**src/rtl/remote_cmd_sequencer.sv**
```systemverilog
// remote_cmd_sequencer: queues 16-bit Knight commands and issues them one at a
// time to RemoteComm. Each command waits for cmd_sent and then for a one-byte
// response, with a timeout per wait phase. A NAK or a timeout halts the block
// until clr_err.
module remote_cmd_sequencer #(
    parameter int unsigned DEPTH          = 8,
    parameter int unsigned TIMEOUT_CYCLES = 4000000,
    parameter logic [7:0]  ACK_VAL        = 8'hA5
) (
    input  logic        clk,
    input  logic        rst_n,
    input  logic        push,
    input  logic [15:0] push_cmd,
    input  logic        flush,
    input  logic        clr_err,
    output logic        full,
    output logic        empty,
    output logic [15:0] cmd,
    output logic        send_cmd,
    input  logic        cmd_sent,
    input  logic        resp_rdy,
    input  logic [7:0]  resp,
    output logic        busy,
    output logic        done,
    output logic        err,
    output logic [1:0]  err_code,
    output logic        ovf,
    output logic [7:0]  ack_cnt
);

    localparam int unsigned AW = $clog2(DEPTH);
    localparam int unsigned TW = $clog2(TIMEOUT_CYCLES + 1);
    localparam logic [TW-1:0] TMAX = TW'(TIMEOUT_CYCLES);

    typedef enum logic [2:0] {
        IDLE,
        SEND,
        WAIT_SENT,
        WAIT_RESP,
        HALT
    } state_t;

    state_t        state;
    logic [TW-1:0] timer;
    logic [AW:0]   wr_ptr;
    logic [AW:0]   rd_ptr;
    logic [15:0]   mem [DEPTH];
    logic          pop;
    logic          push_ok;
    logic          push_drop;

    assign empty = (wr_ptr == rd_ptr);
    assign full  = (wr_ptr[AW] != rd_ptr[AW]) && (wr_ptr[AW-1:0] == rd_ptr[AW-1:0]);

    // The head is fetched and popped on the IDLE->SEND edge so that cmd and
    // the registered send_cmd pulse appear together during SEND.
    assign pop       = (state == IDLE) && !empty;
    assign push_ok   = push && !flush && (!full || pop);
    assign push_drop = push && !flush && full && !pop;

    // FIFO storage write; contents need no reset since the pointers gate them
    always_ff @(posedge clk) begin
        if (push_ok) begin
            mem[wr_ptr[AW-1:0]] <= push_cmd;
        end
    end

    // FIFO pointers; flush discards everything queued and overrides a pop
    always_ff @(posedge clk or negedge rst_n) begin
        if (!rst_n) begin
            wr_ptr <= '0;
            rd_ptr <= '0;
        end else begin
            if (push_ok) begin
                wr_ptr <= wr_ptr + 1'b1;
            end
            if (flush) begin
                rd_ptr <= wr_ptr;
            end else if (pop) begin
                rd_ptr <= rd_ptr + 1'b1;
            end
        end
    end

    // Sticky overflow flag: cleared by clr_err in any state, set by a dropped push
    always_ff @(posedge clk or negedge rst_n) begin
        if (!rst_n) begin
            ovf <= 1'b0;
        end else begin
            if (clr_err) begin
                ovf <= 1'b0;
            end
            if (push_drop) begin
                ovf <= 1'b1;
            end
        end
    end

    // Command sequencing FSM with registered outputs and a saturating phase timer
    always_ff @(posedge clk or negedge rst_n) begin
        if (!rst_n) begin
            state    <= IDLE;
            timer    <= '0;
            cmd      <= '0;
            send_cmd <= 1'b0;
            busy     <= 1'b0;
            done     <= 1'b0;
            err      <= 1'b0;
            err_code <= 2'b00;
            ack_cnt  <= '0;
        end else begin
            send_cmd <= 1'b0;
            done     <= 1'b0;
            unique case (state)
                IDLE: begin
                    if (!empty) begin
                        cmd      <= mem[rd_ptr[AW-1:0]];
                        send_cmd <= 1'b1;
                        busy     <= 1'b1;
                        state    <= SEND;
                    end
                end
                SEND: begin
                    timer <= '0;
                    state <= WAIT_SENT;
                end
                WAIT_SENT: begin
                    if (cmd_sent) begin
                        timer <= '0;
                        state <= WAIT_RESP;
                    end else if (timer == TMAX) begin
                        err      <= 1'b1;
                        err_code <= 2'b10;
                        state    <= HALT;
                    end else begin
                        timer <= timer + 1'b1;
                    end
                end
                WAIT_RESP: begin
                    if (resp_rdy) begin
                        if (resp == ACK_VAL) begin
                            done    <= 1'b1;
                            ack_cnt <= ack_cnt + 8'd1;
                            busy    <= 1'b0;
                            state   <= IDLE;
                        end else begin
                            err      <= 1'b1;
                            err_code <= 2'b01;
                            state    <= HALT;
                        end
                    end else if (timer == TMAX) begin
                        err      <= 1'b1;
                        err_code <= 2'b11;
                        state    <= HALT;
                    end else begin
                        timer <= timer + 1'b1;
                    end
                end
                HALT: begin
                    if (clr_err) begin
                        err      <= 1'b0;
                        err_code <= 2'b00;
                        busy     <= 1'b0;
                        state    <= IDLE;
                    end
                end
                default: begin
                    busy  <= 1'b0;
                    state <= IDLE;
                end
            endcase
        end
    end

endmodule

```
**config.mk**
```make
export PLATFORM = sky130hd
export DESIGN_NAME = remote_cmd_sequencer
export DESIGN_NICKNAME = d
export VERILOG_FILES = /design/src/rtl/remote_cmd_sequencer.sv
export SDC_FILE = /design/constraint.sdc
export NUM_CORES = 1
export LEC_CHECK = 0
export BUFFER_PORTS_ARGS = -buffer_cell sky130_fd_sc_hd__buf_4
export CAP_MARGIN = 20
export CORE_UTILIZATION = 45
export CTS_CLUSTER_SIZE = 10
export DETAILED_ROUTE_END_ITERATION = 16
export RECOVER_POWER = 25
export SLEW_MARGIN = 20
export SYNTH_ARGS = -nofsm -noshare
export SYNTH_HDL_FRONTEND = slang
export SYNTH_SLANG_ARGS = --single-unit
```
**constraint.sdc**
```tcl
create_clock -name clk -period 3.6 [get_ports clk]
set_input_delay 0.18 -clock clk [delete_from_list [all_inputs] [get_ports clk]]
set_output_delay 0.18 -clock clk [all_outputs]
set_load 0.03 [all_outputs]
```
Word level (Yosys, flattened, before mapping) --
Memories as Yosys holds them, arrays and structs flattened. A register that Yosys moved wholly into a read port is not among the register bits. Index checks and enable logic that the tools add are counted. Widths: inputs -> output; s select.
Operators by class: reduce and logical (&&, ||, !) cells 25, add/sub/neg operators 4, bitwise logic cells 2, eq/ne operators 18, mux-type cells 38
Operators by type and width (count):
- $mux 22 | 3
- $pmux 22 s3 | 1
- $add 22x1->22 const B | 1
- $eq 22x22->1 const B | 1
- $mux 3 | 6
- $mux 1 | 16
- $pmux 3 s5 | 1
- $ne 2x2->1 const B | 7
- $mux 2 | 6
- $add 4x1->4 const B | 2
- $add 8x1->8 const B | 1
- $eq 8x8->1 const B | 1
- $mux 4 | 2
- $eq 3x2->1 const B | 2
- $logic_and 1x1->1 | 6
- $ne 3x3->1 const B | 2
- $pmux 2 s3 | 1
- $reduce_and 2->1 | 3
- $reduce_and 6->1 | 1
- $reduce_bool 3->1 | 2
- $logic_not 1->1 | 5
- $reduce_and 5->1 | 1
- $eq 4x4->1 | 1
- $pmux 1 s4 | 1
- other kinds (12) | 14
Word-level totals: memories 1, word-level logic and storage cells 99, flip-flop bits (word level) 48, input bits 31, memory bits (writable) 128, output and inout port bits 33
Memory list:
- mem | words 8, bits a word 16, rd ports 1, clocked after Yosys merged registers in 1, write ports 1, line 47 | logic [15:0] mem [DEPTH];

Depth between registers and ports, before layout --
Gate-level depths: netlist (run 1).
depth after elaboration 7, gate-level depth with buffers 7, depth with buffers taken out 6

Worst setup path after synthesis (run 1) --
Ideal clock, no wire load.
path kind register -> register, start register state[0], end memory mem[0][0] (enable), stages on the path, launching flop included 4, setup time 0.430 ns, required time 3.170 ns, period minus slack after synthesis 3.069 ns, setup slack 0.531 ns, buffers on the path 0, arrival time 2.638 ns, cell sequence dfrtp_1 nor3_1 o31ai_2 nor4_1
Between the ends: longest elaborated chain between the ends 6
Ends and longest elaborated chain:
- start, declared | line 43 | state_t state;
- start signal, assigned | line 102 | state <= IDLE;
- start signal, assigned | line 120 | state <= SEND;
- start signal, assigned | line 125 | state <= WAIT_SENT;
- $logic_not 3->1 | line 57 | assign pop = (state == IDLE) && !empty;
- $logic_and 1x1->1 | line 57
- $logic_or 1x1->1 | line 58 | assign push_ok = push && !flush && (!full || pop);
- $logic_and 1x1->1 | line 58
- $mux 1 | line 63 | if (push_ok) begin
- $mux 1 (implied by the code) | line 64 | mem[wr_ptr[AW-1:0]] <= push_cmd;
- end, declared | line 47
No other way between the ends.

Final worst setup path (run 1) --
start register state[0], end memory mem[4][14] (enable)
Same word-level chain as after synthesis.

==> impl_metrics.env, run 1 <==
export IMPL_grt_usage_pct=19.3
export IMPL_cp_arrival_ns=2.81
export IMPL_yosysTopAreaCellShare_pct=47.9
export IMPL_netlist_area_um2=8020
export IMPL_ir_drop_uv=435
export IMPL_coreArea_um2=17400
export IMPL_critPathMaxFanout=15
export IMPL_holdWs_ns=0.0228
export IMPL_cts_tree="yes"
export IMPL_nFillCells=1411
export IMPL_dieHeight_um=135
export IMPL_clock_path_buffers=2
export IMPL_first_iter_violations=274
export IMPL_max_cap_violations=0
export IMPL_die_area_um2=18400
export IMPL_timing_final_crit_period_ns=2.68
export IMPL_seqPwrFrac_pct=40.8
export IMPL_synthTopCellsByArea="edfxtp_1 48%, dfrtp_1 20%, mux4_2 9.0%, mux2i_1 2.4%, xnor2_1 1.7%"
export IMPL_p_leak_nw=3.63
export IMPL_post_dp_hpwl_mm=10.4
export IMPL_hold_buffers=17
export IMPL_timing_final_crit_share_pct=74.6
export IMPL_power_density_nw_per_um2=745
export IMPL_wl_mm=16.5
export IMPL_ys_seq_area_share_pct=67.9
export IMPL_yosysMostFrequentCell="edfxtp_1"
export IMPL_hold_violations=0
export IMPL_grt_pass1_wl_mm=25.9
export IMPL_finalMaxSlewViolations=0
export IMPL_synth_largest_area_cell="edfxtp_1"
export IMPL_cp_data_required_time_ns=3.73
export IMPL_ys_types=53
export IMPL_intPower_mw=4.72
export IMPL_viasPerCell=5.53
export IMPL_htreeDepth=4
export IMPL_synth_common_cells="128 x edfxtp_1, 64 x dfrtp_1, 35 x nor2_1"
export IMPL_routabilityCongestion=0.804
export IMPL_synth_edf_count=128
export IMPL_drt_wirelength_per_cell_um=19.5
export IMPL_nets=647
export IMPL_p_clk_share_pct=27.9
export IMPL_antenna_found_initial=0
export IMPL_synthFlopType="edfxtp_1"
export IMPL_vias=4692
export IMPL_drive_above_1_share_pct=24.8
export IMPL_avgSynthCellArea_um2=15.4
export IMPL_portBuffers=63
export IMPL_hold_class="in2reg"
export IMPL_syn_nets=556
export IMPL_dp_cells=800
export IMPL_start_util_pct=46.2
export IMPL_die_x_um=135
export IMPL_drc_errors=0
export IMPL_clock_sinks=192
export IMPL_grt_setup_unrepaired="no"
export IMPL_finalNonFillerCells=849
export IMPL_cp_start_kind="flop"
export IMPL_grt_ovfl_total=0
export IMPL_status="finished, final reports clean"
export IMPL_swShare_pct=33.8
export IMPL_tightest_slew_ns=0.875
export IMPL_clk_latency_ns=0.43
export IMPL_synth_seq_cells=192
export IMPL_cts_setup_buffers=0
export IMPL_switching_power_mw=2.41
export IMPL_cts_resized=0
export IMPL_syn_inst=520
export IMPL_clkSlewWorstSetupHoldPaths_ns=0.07
export IMPL_grt_start_max_net_pins=65
export IMPL_firstDrtPassIters=5
export IMPL_comb_power_share_pct=31.3
export IMPL_finalClockSkew_ns=0.0164
export IMPL_tns_ns=0
export IMPL_worstSetupEndpointType="flop"
export IMPL_ant_nets=0
export IMPL_ys_warn_count=0
export IMPL_grt_pass1_vias=4731
export IMPL_numCtsBuffers=17
export IMPL_path_class="reg2reg"
export IMPL_cts_root_buffer="clkbuf_16"
export IMPL_synthArstFlopShare_pct=33.3
export IMPL_fmax_ghz=0.372
export IMPL_ioPinCount=64
export IMPL_slew_headroom_pct=41.7
export IMPL_num_rows=48
export IMPL_setup_violations=0
export IMPL_n_antenna_cell=0
export IMPL_area_delta_synth_final_pct=19.3
==> worst max-delay path: stages (launching register included) <==
cell,delay [ns]
dfrtp_1,0.53
nor3_1,0.26
buf_4,0.18
o31ai_2,0.06
buf_4,0.19
or2_2,0.31
nor3_2,0.54
buf_4,0.32
==> state kept, by name, summed over array words and instances (netlist names) <==
name,flops
ack_cnt,8
busy,1
cmd,16
done,1
err,1
err_code,2
mem,128
ovf,1
rd_ptr,4
send_cmd,1
state,3
timer,22
wr_ptr,4
==> power groups by stage <==
stage / logic [mW] / clock network, mW / registers, mW
after global placement: 2.20 / 0 / 2.93
final: 2.23 / 1.99 / 2.91
after global routing: 2.42 / 2.12 / 2.95
after floorplan: 1.43 / 0 / 3.06
after CTS: 2.27 / 2.03 / 2.91
after detailed placement: 2.25 / 0 / 2.95
==> routing by layer <==
| metal | part of all wire [%] | track usage (%) | wire length [um] |
|---|---|---|---|
| met1 | 46 | 26.1 | 7610 |
| met2 | 49 | 30.7 | 8020 |
| met3 | 4.4 | 4.71 | 719 |
| met4 | 1.0 | 6.18 | 172 |
| met5 | 0 | 0 | 0 |
==> layout make-up <==
class                           count  area [um^2]  share of cell area (%)
Sequential cell                   192         5450                    57.0
Multi-Input combinational cell    291         2440                    25.5
Timing Repair Buffer               97          718                    7.51
Clock buffer                       18          429                    4.49
Tap cell                          225          282                    2.94
Clock inverter                     14          200                    2.09
Inverter                           12         45.0                   0.471
==> per-stage QoR <==
stage               area, um^2  setup WS [ns]  utilization [%]  power, mW
global route              9560          0.824             55.1       7.49
detailed placement        8820          0.912             50.8       5.20
global placement          8820           1.01             50.8       5.14
CTS                       9620          0.886             55.4       7.21
floorplan                 8020          0.531                -       4.48
finish                    9560          0.915             55.1       7.12
==> cells in the final DEF (no fill, tap or decap), types with 4 or more instances in the layout <==
cell type	netlist	routed
a21oi_1	10	9
and3_1	7	7
buf_4	2	66
clkbuf_1	12	15
clkbuf_16	0	17
dfrtp_1	64	63
dlygate4sd3_1	0	17
edfxtp_1	128	128
ha_1	5	5
inv_1	12	12
mux2_2	4	4
mux2i_1	19	19
mux4_2	32	32
nand2_1	33	33
nand3_1	14	14
nand4_1	13	13
nor2_1	35	35
nor3_1	14	10
nor3_2	1	5
o21ai_0	22	22
xnor2_1	16	16
xor2_1	15	15
==> logic make-up after synthesis <==
logic type | count (synthesis) | synth area share [%]
multiplexers | 55 | 11.9
XOR/XNOR | 31 | 3.39
AND/OR/NAND/NOR | 150 | 10.1
AO/OA/AOI/OAI | 50 | 3.90
adder cells (fa/ha/maj) | 5 | 0.780
buffers and inverters | 37 | 1.98
flip-flops | 192 | 67.9
==> path summary, 6_finish.rpt <==
path,endpoint,start,depth (start not counted),slack [ns]
min in group asynchronous,timer[17]$_DFFE_PN0P_,rst_n,2,0.42
setup reg to reg,mem[4][14]$_DFFE_PP_,state[0]$_DFFE_PN0P_,7,0.92
hold reg to reg,ack_cnt[7]$_DFFE_PN0P_,ack_cnt[7]$_DFFE_PN0P_,1,0.49
max in group asynchronous,rd_ptr[0]$_DFFE_PN0P_,rst_n,2,2.57
hold / removal,rd_ptr[0]$_DFFE_PN0P_,flush,2,0.02
setup / recovery,mem[4][14]$_DFFE_PP_,state[0]$_DFFE_PN0P_,7,0.92
(Power assumes the default switching activity.)
==> run 2, diff against run 1 <==
--- a/config.mk
+++ b/config.mk
@@ -5,6 +5,7 @@
 export SDC_FILE = /design/constraint.sdc
 export NUM_CORES = 1
 export LEC_CHECK = 0
+export ABC_AREA = 1
 export BUFFER_PORTS_ARGS = -buffer_cell sky130_fd_sc_hd__buf_4
 export CAP_MARGIN = 20
 export CORE_UTILIZATION = 45
==> constraint.sdc (replaced) <==
create_clock -name clk -period 2.3 [get_ports clk]
set_input_delay 0.115 -clock clk [delete_from_list [all_inputs] [get_ports clk]]
set_output_delay 0.115 -clock clk [all_outputs]
set_load 0.03 [all_outputs]
==> run 2 against run 1 <==
Core utilization shrank 0.61 points. Synthesized cell count grew 69%. First-iteration DRC count grew 45%. Sequential power grew 53%. Maximum frequency grew 27%. Clock skew shrank 0.00063 ns. Critical path depth grew 1. Clock power grew 54%. Count of clock-buffer cells in the layout is the same. Non-clock buffer count grew 5. Critical endpoint is now mem[2][9]$_DFFE_PP_.
==> impl_metrics.env, run 2 <==
export IMPL_fmax_ghz=0.473
export IMPL_hold_path_startpoint="resp_rdy"
export IMPL_wl_mm=19.6
export IMPL_finalClockSkew_ns=0.0157
export IMPL_grt_start_max_net_pins=69
export IMPL_hold_violations=0
export IMPL_comb_power_share_pct=36.6
export IMPL_switching_power_mw=4.65
export IMPL_nFillCells=1646
export IMPL_final_util_pct=54.5
export IMPL_cts_setup_buffers=0
export IMPL_n_antenna_cell=0
export IMPL_timing_final_crit_period_ns=2.12
export IMPL_r2r_start="wr_ptr[2]$_DFFE_PN0P_"
export IMPL_ys_types=35
export IMPL_ys_seq_area_share_pct=63.3
export IMPL_grt_pass1_wl_mm=31.6
export IMPL_drc_errors=0
export IMPL_drt_wirelength_per_cell_um=16.2
export IMPL_grt_ovfl_total=0
export IMPL_synth_common_cells="217 x nand2_1, 131 x nor2_1, 128 x edfxtp_1"
export IMPL_cts_tree="yes"
export IMPL_p_leak_nw=4.21
export IMPL_clock_sinks=192
export IMPL_yosysMostFrequentCell="nand2_1"
export IMPL_timing_final_crit_share_pct=92.0
export IMPL_layout_commonest_cell="nand2_1"
export IMPL_slew_headroom_pct=42.5
export IMPL_hold_buffers=19
export IMPL_avgSynthCellArea_um2=9.80
export IMPL_p_clk_share_pct=25.9
export IMPL_antenna_found_initial=0
export IMPL_cp_arrival_ns=2.23
export IMPL_regToRegSetupSlack_ns=0.18
export IMPL_netlist_area_um2=8610
export IMPL_synth_seq_cells=192
export IMPL_regToRegEndpoint="mem[2][9]$_DFFE_PP_"
export IMPL_vias=6289
export IMPL_ys_warn_count=0
export IMPL_path_class="reg2reg"
export IMPL_finalMaxSlewViolations=0
export IMPL_viasPerCell=5.19
export IMPL_synthFlopType="edfxtp_1"
export IMPL_yosys_area_share_adder_pct=0.727
export IMPL_cts_resized=0
export IMPL_cts_root_buffer="clkbuf_16"
export IMPL_layout_common_cells="217 x nand2_1, 128 x edfxtp_1, 124 x nor2_1"
export IMPL_grt_pass1_vias=6097
export IMPL_start_util_pct=46.0
export IMPL_critPathMaxFanout=16
export IMPL_ioPinCount=64
export IMPL_syn_inst=878
export IMPL_firstDrtPassIters=5
export IMPL_synth_top_family_by_area="simple AND/OR/NAND/NOR gates"
export IMPL_synth_compound_area_share_pct=8.65
export IMPL_intPower_mw=7.21
export IMPL_tns_ns=0
export IMPL_syn_nets=914
export IMPL_nets=1001
export IMPL_coreArea_um2=18700
export IMPL_muxShareOfSynthArea_pct=0
export IMPL_post_dp_hpwl_mm=12.2
export IMPL_synthTopCellsByArea="edfxtp_1 45%, dfrtp_1 19%, nand2_1 9.5%, nor2_1 5.7%, o21ai_0 4.5%"
export IMPL_clk_latency_ns=0.44
export IMPL_hold_class="in2reg"
export IMPL_htreeDepth=4
export IMPL_synth_largest_area_cell="edfxtp_1"
export IMPL_num_rows=50
export IMPL_ant_nets=0
export IMPL_synth_xor_area_share_pct=1.93
export IMPL_first_iter_violations=397
export IMPL_whs_endpoint="err_code[1]$_DFFE_PN0P_"
export IMPL_setup_violations=0
export IMPL_dieHeight_um=140
export IMPL_yosysTopAreaCellShare_pct=44.7
export IMPL_numCtsBuffers=17
export IMPL_clkSlewWorstSetupHoldPaths_ns=0.08
export IMPL_swShare_pct=39.2
export IMPL_tightest_slew_ns=0.862
export IMPL_r2r_cells=8
export IMPL_synthSimpleGateAreaFrac_pct=20.4
export IMPL_cp_data_required_time_ns=2.41
export IMPL_cp_start_kind="flop"
export IMPL_total_power_mw=11.9
export IMPL_portBuffers=63
export IMPL_grt_usage_pct=21.1
export IMPL_hold_depth=4
export IMPL_max_cap_violations=0
export IMPL_clock_path_buffers=2
export IMPL_die_area_um2=19700
export IMPL_largest_register_ffs=128
export IMPL_worstSetupEndpointType="flop"
export IMPL_power_density_nw_per_um2=1160
export IMPL_die_x_um=140
export IMPL_grt_setup_unrepaired="no"
export IMPL_area_delta_synth_final_pct=18.4
export IMPL_synthArstFlopShare_pct=33.3
export IMPL_status="finished, final reports clean"
export IMPL_seqPwrFrac_pct=37.5
export IMPL_routabilityCongestion=0.850
export IMPL_drive_above_1_share_pct=13.4
export IMPL_synth_edf_count=128
export IMPL_ir_drop_uv=559
[run 2: cell count changes in the layout (fill, tap and decap cells not counted), sizes merged, moves of 13 or more]
cell / delta
mux4: -32
nor2: +102
o21ai: +63
xnor2: -13
mux2i: -19
inv: +62
o22ai: +32
nand3: +26
nand2: +188
[run 2: cell type report]
cell class | count | area (um^2) | area share [%]
Clock buffer | 18 | 429 | 4.21
Tap cell | 234 | 293 | 2.87
Sequential cell | 192 | 5450 | 53.4
Clock inverter | 14 | 188 | 1.84
Multi-Input combinational cell | 581 | 2750 | 27.0
Inverter | 71 | 267 | 2.61
Timing Repair Buffer | 102 | 820 | 8.04
[run 2: worst max-delay path by stage]
stage | from | end | slack [ns]
3_3_place_gp | wr_ptr[2]$_DFFE_PN0P_ | mem[2][13]$_DFFE_PP_ | 0.26
2_1_floorplan | wr_ptr[1]$_DFFE_PN0P_ | mem[0][0]$_DFFE_PP_ | -0.03
5_1_grt | wr_ptr[0]$_DFFE_PN0P_ | mem[2][9]$_DFFE_PP_ | 0.006
6_report | wr_ptr[2]$_DFFE_PN0P_ | mem[2][9]$_DFFE_PP_ | 0.18
4_1_cts | wr_ptr[0]$_DFFE_PN0P_ | mem[2][9]$_DFFE_PP_ | 0.18
3_5_place_dp | wr_ptr[2]$_DFFE_PN0P_ | mem[2][10]$_DFFE_PP_ | 0.22
[run 2: cells by family after synthesis]
| family | after synthesis |
|---|---|
| buffers and inverters | 105 |
| adder cells (fa/ha/maj) | 5 |
| AO/OA/AOI/OAI | 133 |
| XOR/XNOR | 19 |
| flip-flops | 192 |
| AND/OR/NAND/NOR | 424 |
[run 2: critical path, stage by stage, from the launching register on]
cell and delay, ns:
dfrtp_1 0.52, xor2_1 0.21, nor2_1 0.07, nand2_1 0.07
nor2_2 0.05, nand2_1 0.15, nand3b_1 0.28, nor2_2 0.16
buf_4 0.28
[run 2: routing by layer]
| layer | up-vias | track usage [%] | part of all wire (%) |
|---|---|---|---|
| met4 | 0 | 5.84 | 1.0 |
| met1 | 3008 | 28.4 | 47 |
| met3 | 14 | 4.00 | 4.2 |
| met5 | - | 0 | 0 |
| met2 | 144 | 35.2 | 48 |
| li1 | 3123 | - | - |
[run 2: stage by stage]
stage	hold WS [ns]	instance area, um^2	instances	setup slack, ns
finish	0.0400	10200	1212	0.184
global route	0.0596	10200	1212	0.00555
CTS	0.0238	10200	1212	0.180
detailed placement	0.284	9440	1161	0.219
global placement	0.285	9440	1161	0.261
floorplan	-0.181	8610	878	-0.0258
[run 2: power groups by stage]
stage	registers, mW	logic [mW]	clock network, mW
after CTS	4.45	4.40	3.14
after global placement	4.51	4.32	0
after floorplan	4.77	2.74	0
final	4.45	4.34	3.07
after global routing	4.50	4.88	3.25
after detailed placement	4.52	4.35	0
==> run 3, diff against run 2 <==
--- a/config.mk
+++ b/config.mk
@@ -11,6 +11,7 @@
 export CORE_UTILIZATION = 45
 export CTS_CLUSTER_SIZE = 10
 export DETAILED_ROUTE_END_ITERATION = 16
+export HOLD_SLACK_MARGIN = 0.12
 export RECOVER_POWER = 25
 export SLEW_MARGIN = 20
 export SYNTH_ARGS = -nofsm -noshare
==> run 3 against run 2 <==
Combinational power hardly changed. Count of clock-buffer cells in the layout is the same. Total power is essentially flat. First-iteration DRC count increased by 5.8%. Clock skew decreased by 0.0019 ns. Global-route usage rose by 0.060 points. Core utilization grew 0.21 points. Critical path type unchanged. Largest cell class unchanged. Largest power group unchanged. Highest routed layer unchanged.
==> impl_metrics.env, run 3 (synthesized netlist as in run 2, its figures left out) <==
export IMPL_grt_pass1_wl_mm=31.7
export IMPL_fmax_ghz=0.472
export IMPL_ioPinCount=64
export IMPL_vias=6311
export IMPL_cts_root_buffer="clkbuf_16"
export IMPL_power_density_nw_per_um2=1160
export IMPL_finalMaxSlewViolations=0
export IMPL_holdWs_ns=0.136
export IMPL_drive_above_1_share_pct=13.3
export IMPL_first_iter_violations=420
export IMPL_firstDrtPassIters=5
export IMPL_final_util_pct=54.7
export IMPL_whs_endpoint="wr_ptr[3]$_DFFE_PN0P_"
export IMPL_coreArea_um2=18700
export IMPL_die_area_um2=19700
export IMPL_worst_slack_ns=0.183
export IMPL_hold_buffers=23
export IMPL_stdcell_area_um2=10200
export IMPL_place_area_um2=9440
export IMPL_critPathMaxFanout=16
export IMPL_viasPerCell=5.19
export IMPL_grt_setup_unrepaired="no"
export IMPL_hold_class="in2reg"
export IMPL_path_class="reg2reg"
export IMPL_slew_headroom_pct=42.7
export IMPL_cts_setup_buffers=0
export IMPL_r2r_start="wr_ptr[2]$_DFFE_PN0P_"
export IMPL_n_antenna_cell=0
export IMPL_finalClockSkew_ns=0.0139
export IMPL_start_util_pct=46.0
export IMPL_regToRegSetupSlack_ns=0.18
export IMPL_r2r_cells=8
export IMPL_cp_arrival_ns=2.23
export IMPL_routabilityCongestion=0.850
export IMPL_setup_violations=0
export IMPL_hold_path_startpoint="push"
export IMPL_drt_wirelength_per_cell_um=16.2
export IMPL_htreeDepth=4
export IMPL_grt_usage_pct=21.2
export IMPL_area_delta_synth_final_pct=18.9
export IMPL_status="finished, final reports clean"
export IMPL_max_cap_violations=0
export IMPL_largest_register_ffs=128
export IMPL_hold_depth=5
export IMPL_num_rows=50
export IMPL_numCtsBuffers=17
export IMPL_grt_pass1_vias=6113
export IMPL_ant_nets=0
export IMPL_clkSlewWorstSetupHoldPaths_ns=0.08
export IMPL_ir_drop_uv=558
export IMPL_cp_start_kind="flop"
export IMPL_tightest_slew_ns=0.860
export IMPL_nets=1005
export IMPL_clock_path_buffers=2
export IMPL_portBuffers=63
export IMPL_timing_final_crit_period_ns=2.12
export IMPL_drc_errors=0
export IMPL_cts_resized=0
export IMPL_hold_violations=0
export IMPL_regToRegEndpoint="mem[2][9]$_DFFE_PP_"
export IMPL_antenna_found_initial=0
export IMPL_cp_data_required_time_ns=2.41
export IMPL_die_x_um=140
export IMPL_grt_ovfl_total=0
export IMPL_grt_start_max_net_pins=69
export IMPL_post_dp_hpwl_mm=12.2
export IMPL_p_leak_nw=4.23
export IMPL_worstSetupEndpointType="flop"
export IMPL_wl_mm=19.7
export IMPL_total_power_mw=11.9
export IMPL_clk_latency_ns=0.44
export IMPL_layout_commonest_cell="nand2_1"
export IMPL_preCtsSetupSlack_ns=0.219
export IMPL_cts_tree="yes"
export IMPL_dieHeight_um=140
export IMPL_clock_sinks=192
export IMPL_layout_common_cells="217 x nand2_1, 128 x edfxtp_1, 124 x nor2_1"
export IMPL_timing_final_crit_share_pct=92.0
run 3: cell types whose count changed in the layout (fill, tap and decap cells not counted):
cell	change
dlygate4sd3_1	+4
run 3: worst max path at each step:
stage	from	end	slack [ns]	depth (start not counted)
5_1_grt	wr_ptr[0]$_DFFE_PN0P_	mem[2][9]$_DFFE_PP_	0.006	8
2_1_floorplan	wr_ptr[1]$_DFFE_PN0P_	mem[0][0]$_DFFE_PP_	-0.03	8
3_5_place_dp	wr_ptr[2]$_DFFE_PN0P_	mem[2][10]$_DFFE_PP_	0.22	8
3_3_place_gp	wr_ptr[2]$_DFFE_PN0P_	mem[2][13]$_DFFE_PP_	0.26	8
6_report	wr_ptr[2]$_DFFE_PN0P_	mem[2][9]$_DFFE_PP_	0.18	8
4_1_cts	wr_ptr[0]$_DFFE_PN0P_	mem[2][9]$_DFFE_PP_	0.18	8
run 3: per-stage QoR:
step	instances	setup TNS (ns)
2_1_floorplan	878	-1.65
3_3_place_gp	1161	0
3_5_place_dp	1161	0
4_1_cts	1216	0
5_1_grt	1216	0
6_report	1216	0
run 3: final cells by class:
| cell class | count | area (um^2) |
|---|---|---|
| well taps | 234 | 293 |
| clock buffers | 18 | 429 |
| repair buffers | 106 | 860 |
| fillers | 1644 | 8470 |
| flip-flops and latches | 192 | 5450 |
| multi-input cells | 581 | 2750 |
| clock inverters | 14 | 188 |
| inverters | 71 | 267 |
run 3: critical path: stages (launching register included):
cell and delay (ns):
dfrtp_1 0.52, xor2_1 0.21, nor2_1 0.07, nand2_1 0.07
nor2_2 0.05, nand2_1 0.15, nand3b_1 0.28, nor2_2 0.16
buf_4 0.28
run 3: metal layers:
| layer | vias up | global-route usage [%] | share of wire (%) |
|---|---|---|---|
| met5 | - | 0 | 0 |
| met4 | 0 | 5.84 | 1.1 |
| met3 | 17 | 4.00 | 4.3 |
| met2 | 147 | 35.4 | 48 |
| met1 | 3015 | 28.4 | 47 |
| li1 | 3132 | - | - |
run 3: power breakdown:
part / leakage [nW] / total, mW / switching [mW] / internal (mW)
Sequential: 1.98 / 4.45 / 0.284 / 4.17
Clock: 0.302 / 3.08 / 1.41 / 1.67
Combinational: 1.95 / 4.34 / 2.96 / 1.38
